**config.mk**
```make
export PLATFORM = sky130hd
export DESIGN_NAME = ysyx_22040729_wb_arbiter
export DESIGN_NICKNAME = d
export VERILOG_FILES = /design/src/rtl/ysyx_22040729_wb_arbiter.sv
export SDC_FILE = /design/constraint.sdc
export NUM_CORES = 1
export LEC_CHECK = 0
export BUFFER_PORTS_ARGS = -buffer_cell sky130_fd_sc_hd__clkbuf_2
export CORE_ASPECT_RATIO = 1.25
export CORE_MARGIN = 2
export CORE_UTILIZATION = 35
export DETAILED_ROUTE_END_ITERATION = 8
export SYNTH_ARGS = -nofsm -noshare
export SYNTH_HDL_FRONTEND = slang
export SYNTH_SLANG_ARGS = --single-unit
```
**constraint.sdc**
```tcl
create_clock -name clk -period 15.6 [get_ports clk]
set_clock_uncertainty 0.05 [all_clocks]
set_input_delay 3.12 -clock clk [delete_from_list [all_inputs] [get_ports clk]]
set_output_delay 3.12 -clock clk [all_outputs]
set_load 0.02 [all_outputs]
```
**src/rtl/ysyx_22040729_wb_arbiter.sv**
```systemverilog
// Generic circular FIFO used as the writeback load queue.
// Latency: a pushed entry is visible at the head the cycle after the push edge.
// Backpressure: full comes from the registered count; pushes while full are dropped.
module ysyx_22040729_wb_fifo #(
   parameter int DEPTH = 2,
   parameter int WIDTH = 8
) (
   input  logic             clk,
   input  logic             rst,
   input  logic             push_vld,
   input  logic [WIDTH-1:0] push_dat,
   input  logic             pop_vld,
   output logic             head_vld,
   output logic [WIDTH-1:0] head_dat,
   output logic             full
);

   localparam int PW = (DEPTH > 1) ? $clog2(DEPTH) : 1;
   localparam int CW = $clog2(DEPTH + 1);

   logic [WIDTH-1:0] mem_q [DEPTH];
   logic [PW-1:0]    wr_ptr_q, wr_ptr_d;
   logic [PW-1:0]    rd_ptr_q, rd_ptr_d;
   logic [CW-1:0]    cnt_q, cnt_d;
   logic             do_push, do_pop;

   function automatic logic [PW-1:0] ptr_inc(input logic [PW-1:0] p);
      return (p == PW'(DEPTH - 1)) ? '0 : p + 1'b1;
   endfunction

   assign full     = (cnt_q == CW'(DEPTH));
   assign head_vld = (cnt_q != '0);
   assign head_dat = mem_q[rd_ptr_q];
   assign do_push  = push_vld && !full;
   assign do_pop   = pop_vld && head_vld;

   // Next pointers and occupancy; simultaneous push and pop keeps the count.
   always_comb begin
      wr_ptr_d = wr_ptr_q;
      rd_ptr_d = rd_ptr_q;
      cnt_d    = cnt_q;
      if (do_push) wr_ptr_d = ptr_inc(wr_ptr_q);
      if (do_pop)  rd_ptr_d = ptr_inc(rd_ptr_q);
      case ({do_push, do_pop})
         2'b10:   cnt_d = cnt_q + 1'b1;
         2'b01:   cnt_d = cnt_q - 1'b1;
         default: cnt_d = cnt_q;
      endcase
   end

   // Storage array; contents are meaningless while the count is zero, so no reset.
   always_ff @(posedge clk) begin
      if (do_push) mem_q[wr_ptr_q] <= push_dat;
   end

   // Pointer and count registers; reset empties the queue.
   always_ff @(posedge clk) begin
      if (!rst) begin
         wr_ptr_q <= '0;
         rd_ptr_q <= '0;
         cnt_q    <= '0;
      end else begin
         wr_ptr_q <= wr_ptr_d;
         rd_ptr_q <= rd_ptr_d;
         cnt_q    <= cnt_d;
      end
   end

endmodule

// Writeback arbiter: merges ALU and LSU results into one registered RF write port.
// Latency: 1 cycle from selection to rf_*; busy reflects the registered scoreboard.
// Backpressure: ALU never stalls; LSU is held off when the load queue is full.
module ysyx_22040729_wb_arbiter #(
   parameter int REGI_DEPTH = 32,
   parameter int DATA_WIDTH = 64,
   parameter int LQ_DEPTH   = 2,
   localparam int AW        = $clog2(REGI_DEPTH)
) (
   input  logic                  clk,
   input  logic                  rst,
   input  logic                  alu_valid,
   input  logic [AW-1:0]         alu_rd,
   input  logic [DATA_WIDTH-1:0] alu_data,
   input  logic                  lsu_valid,
   output logic                  lsu_ready,
   input  logic [AW-1:0]         lsu_rd,
   input  logic [DATA_WIDTH-1:0] lsu_data,
   input  logic                  iss_valid,
   input  logic [AW-1:0]         iss_rd,
   input  logic [AW-1:0]         raddr1,
   input  logic [AW-1:0]         raddr2,
   output logic                  busy1,
   output logic                  busy2,
   output logic                  rf_wen,
   output logic [AW-1:0]         rf_waddr,
   output logic [DATA_WIDTH-1:0] rf_wdata
);

   typedef struct packed {
      logic [AW-1:0]         rd;
      logic [DATA_WIDTH-1:0] data;
   } ld_t;

   ld_t                   lq_push_dat, lq_head_dat;
   logic                  lq_push_vld, lq_pop_vld, lq_head_vld, lq_full;
   logic                  lsu_acc;

   logic                  sel_vld;
   logic [AW-1:0]         sel_rd;
   logic [DATA_WIDTH-1:0] sel_data;

   logic                  rf_wen_q, rf_wen_d;
   logic [AW-1:0]         rf_waddr_q, rf_waddr_d;
   logic [DATA_WIDTH-1:0] rf_wdata_q, rf_wdata_d;
   logic [REGI_DEPTH-1:0] pend_q, pend_d;

   // Ready is derived from the registered occupancy only, and is held low in reset.
   assign lsu_ready   = rst && !lq_full;
   assign lsu_acc     = lsu_valid && lsu_ready;
   assign lq_push_dat = '{rd: lsu_rd, data: lsu_data};

   ysyx_22040729_wb_fifo #(
      .DEPTH (LQ_DEPTH),
      .WIDTH ($bits(ld_t))
   ) u_lq (
      .clk      (clk),
      .rst      (rst),
      .push_vld (lq_push_vld),
      .push_dat (lq_push_dat),
      .pop_vld  (lq_pop_vld),
      .head_vld (lq_head_vld),
      .head_dat (lq_head_dat),
      .full     (lq_full)
   );

   // Fixed-priority selection: ALU, then oldest queued load, then a bypassed fresh load.
   always_comb begin
      sel_vld     = 1'b0;
      sel_rd      = '0;
      sel_data    = '0;
      lq_pop_vld  = 1'b0;
      lq_push_vld = 1'b0;
      if (alu_valid) begin
         sel_vld     = 1'b1;
         sel_rd      = alu_rd;
         sel_data    = alu_data;
         lq_push_vld = lsu_acc;
      end else if (lq_head_vld) begin
         sel_vld     = 1'b1;
         sel_rd      = lq_head_dat.rd;
         sel_data    = lq_head_dat.data;
         lq_pop_vld  = 1'b1;
         lq_push_vld = lsu_acc;
      end else if (lsu_acc) begin
         sel_vld     = 1'b1;
         sel_rd      = lsu_rd;
         sel_data    = lsu_data;
      end
   end

   // Next write port value; x0 results are consumed but never enable a write.
   always_comb begin
      rf_wen_d   = sel_vld && (sel_rd != '0);
      rf_waddr_d = rf_waddr_q;
      rf_wdata_d = rf_wdata_q;
      if (sel_vld) begin
         rf_waddr_d = sel_rd;
         rf_wdata_d = sel_data;
      end
   end

   // Scoreboard update: clear on the registered write, then set on issue so set wins.
   always_comb begin
      pend_d = pend_q;
      if (sel_vld)   pend_d[sel_rd] = 1'b0;
      if (iss_valid) pend_d[iss_rd] = 1'b1;
      pend_d[0] = 1'b0;
   end

   // Write port and scoreboard registers.
   always_ff @(posedge clk) begin
      if (!rst) begin
         rf_wen_q   <= 1'b0;
         rf_waddr_q <= '0;
         rf_wdata_q <= '0;
         pend_q     <= '0;
      end else begin
         rf_wen_q   <= rf_wen_d;
         rf_waddr_q <= rf_waddr_d;
         rf_wdata_q <= rf_wdata_d;
         pend_q     <= pend_d;
      end
   end

   assign rf_wen   = rf_wen_q;
   assign rf_waddr = rf_waddr_q;
   assign rf_wdata = rf_wdata_q;
   assign busy1    = rst && pend_q[raddr1];
   assign busy2    = rst && pend_q[raddr2];

endmodule
```
==> metrics.md <==
| Metric | Value |
|---|---|
| Status | finished clean |
| Crit start category | input pin |
| Slew @ Worst Pin | 1.31 ns |
| Wire per inst | 19.5 um |
| Placed Area | 12100 um2 |
| Flops & latches, synth | 244 |
| Sequential Power Share | 40.1% |
| Layout cells sized above 1 | 29.9% |
| Die Ht | 200 um |
| Sw Ratio | 32.3% |
| Pin count of the biggest net entering global routing | 99 |
| Met3 GRT Util | 2.58% |
| WP buf/inv | 2 |
| Clock buffer depth | 3 |
| Yosys warnings | 0 |
| Worst Hold End | rf_waddr[4] |
| MaxCap Viol Count | 0 |
| Slowest stage cell, crit path | mux4_1 |
| CP most frequent cell | clkbuf_2 |
| Ys flop type | edfxtp_1 |
| Starting Density | 35.7% |
| Ordered cell list for the critical path | clkbuf_2 -> mux4_1 -> mux4_2 -> nand2_1 -> o21ai_1 -> and2_1 -> clkbuf_2 |
| Top Ports | 231 |
| Post-CTS Setup Repair Bufs | 0 |
| Pre-antenna DRT Iters | 4 |
| Post-synth EDFFs | 138 |
| Fill cells | 2863 |
| Data required, critical path | 12.43 ns |
| Global routing usage on met2 | 32.1% |
| Gr usage total | 17.4% |
| Cell with the most instances after synthesis | edfxtp_1 |
| Core Region | 30100 um2 |
| Yosys cell types | 51 |
| Worst Hold Margin | 0.433 ns |
| Grt peak-use layer | met2 |
| RR Endpoint | rf_wen |
| DRC viols | 0 |
| Design Power | 1.99 mW |
| Critical path class | in -> out |
| Area Growth Syn to Fin | 21.6% |
| IR drop worst, VDD | 0.103 mV |
| RSZ-0062 raised after global routing | false |
| Crit Path Max Fanout | 7 |
| Mapped Cells | 908 |
| Via density | 5.29 |
| Initial antenna violation count | 5 |
| Final instance area | 13100 um2 |
| PD cells | 153 nW/um2 |
| Root Buffer | clkbuf_16 |
| DR iter-0 viols | 471 |
| Worst path top cell family by delay | multiplexers |
| Worst rel slew slack | 12.7% |
| CTS Sinks | 244 |
| Grt met1 use | 20.3% |
| Final Max Slew Viols | 0 |
| Sequential area share after synthesis | 58.3% |
| HPWL Detailed | 18900 um |
| P_sw | 0.644 mW |
| ANT nets after route | 0 |
| Cell area after synthesis | 10700 um2 |
| HP Class | reg -> reg |
| Crit-path max cell delay | 0.59 ns |
| Final Hold Vio Count | 0 |
| Maximum clock frequency | 124 MHz |
| Sequential cell area | 6270 um2 |
| Multi-input combinational cell area | 4140 um2 |
| Fin crit share | 51.6% |
| DR vias | 8049 |
| WL final | 29700 um |
| Num CTS Buffers | 26 |
| CTS tree | yes |
| Top post-synthesis cells by area | edfxtp_1 39%, dfxtp_1 20%, mux2i_1 4.3% |
| Clk pwr share | 32.7% |
| Die width | 161 um |
| H-tree depth | 1 |
| Ys async rst share | 0% |
| Nets@finish | 1255 |
| GRT overflow | 0 |
| Mean Syn Cell Area | 11.8 um2 |
| RePlAce Congestion | 0.909 |
| Clock-pin slew on the worst setup and hold paths | 0.06 ns |
| Cell taking the most area after synthesis | edfxtp_1 |
| Synth top area share | 38.6% |
| Internal power | 1.35 mW |
| First-pass GRT wire length | 43900 um |
| RR Startpoint | u_lq.cnt_q[0] |
| Hold_sp | rf_waddr[4] |
| Port bufs | 230 |
| Num rows | 71 |
| R2R Setup Slk | 12.80 ns |
| Crit path DAT | 4.88 ns |
| Worst r2r path cells | 6 |
| Final setup TNS | 0 ns |
| Final Setup Violations | 0 |
| Non-filler cells, final | 1522 |
| Final min period | 8.05 ns |
| Die area | 32100 um2 |
| Post_cts resized | 0 |
| Combinational power share | 27.2% |
| Dpl cells | 1469 |
| Worst skew pair latency | 0.53 ns |
| Worst Setup End Kind | output port |
| Vias in the first global route | 7839 |
| Top cells by count, synth | 138 x edfxtp_1, 106 x dfxtp_1, 79 x nand2_1 |
| Synthesized net count | 1067 |
| Hold Path Stages | 2 |
| LEAKAGE | 5.08 nW |
| Hold-fix buffers, CTS | 0 |
==> cell usage in the layout, fill, tap and decap left out, types with 12 or more instances in the layout <==
cell       synthesis  routed
clkbuf_2           0     228
edfxtp_1         138     138
dfxtp_1          106     105
nand2_1           79      79
nor2_1            75      73
a21oi_1           66      66
mux2i_1           46      46
o21ai_0           35      35
a31oi_1           34      34
o211ai_1          33      33
mux2_2            32      32
o22ai_1           32      32
o211a_1           32      32
o221ai_1          30      30
clkbuf_16          0      27
mux4_1            14      14
and2_1            12      12
==> layer usage <==
layer  share of wire (%)  vias to the layer above  wire length, um
met5               0.044                        -               13
met4                 3.1                        2              933
met3                 4.4                       63             1310
met2                  52                      217            15500
met1                  40                     3913            12000
li1                    -                     3854                -
==> worst max path at each step <==
stage,startpoint,to,slack (ns),depth (start not counted)
after floorplan,raddr1[0],busy1,7.89,6
after global placement,raddr1[0],busy1,7.58,7
after detailed placement,raddr1[0],busy1,7.56,7
after CTS,raddr1[0],busy1,7.55,7
after global routing,raddr1[0],busy1,7.47,7
final,raddr1[0],busy1,7.55,7
==> power by group through the flow <==
stage | Clock, mW | Combinational (mW) | Sequential, mW
2_1_floorplan | 0 | 0.348 | 0.844
3_3_place_gp | 0 | 0.547 | 0.811
3_5_place_dp | 0 | 0.548 | 0.813
4_1_cts | 0.667 | 0.550 | 0.799
5_1_grt | 0.694 | 0.592 | 0.807
6_report | 0.651 | 0.542 | 0.799
==> kinds of logic after synthesis <==
logic type | count (synthesis) | synth area share [%]
adders and majority gates | 1 | 0.116
DFF | 244 | 58.3
AOI/OAI and AO/OA | 275 | 17.3
xor gates and xnor gates | 3 | 0.245
and+or+nand+nor | 206 | 8.92
muxes | 96 | 11.8
buffers and inverters | 83 | 3.37
==> flip-flops by register name (all words and copies together), names as in the netlist, named ones only <==
signal,cells
u_lq.rd_ptr_q,1
u_lq.cnt_q,2
u_lq.wr_ptr_q,1
rf_wdata,64
rf_waddr,5
pend_q,31
u_lq.mem_q,138
rf_wen,1
==> area by class of cell <==
cell class / count / share of cell area, %
sequential: 244 / 48.0
antenna: 5 / 0.0958
tap: 401 / 3.84
clock buffer: 37 / 5.92
multi-input combinational: 581 / 31.7
clock inverter: 11 / 1.03
timing repair buffer: 237 / 9.23
inverter: 6 / 0.172
==> worst register-to-register path, stage by stage (launching register included) <==
cell       delay (ns)
dfxtp_1          0.59
nand4bb_1        0.19
buf_4            0.37
o22ai_1          0.16
mux2i_2          0.67
nor3b_2          0.42
a31oi_1          0.16
==> per-stage QoR <==
step / util (%) / worst slack [ns]
final: 43.4 / 7.55
after global placement: 40.3 / 7.58
after global routing: 43.4 / 7.47
after floorplan: - / 7.89
after CTS: 43.3 / 7.55
after detailed placement: 40.3 / 7.56
Note: power is estimated with default switching activity, not from simulation.
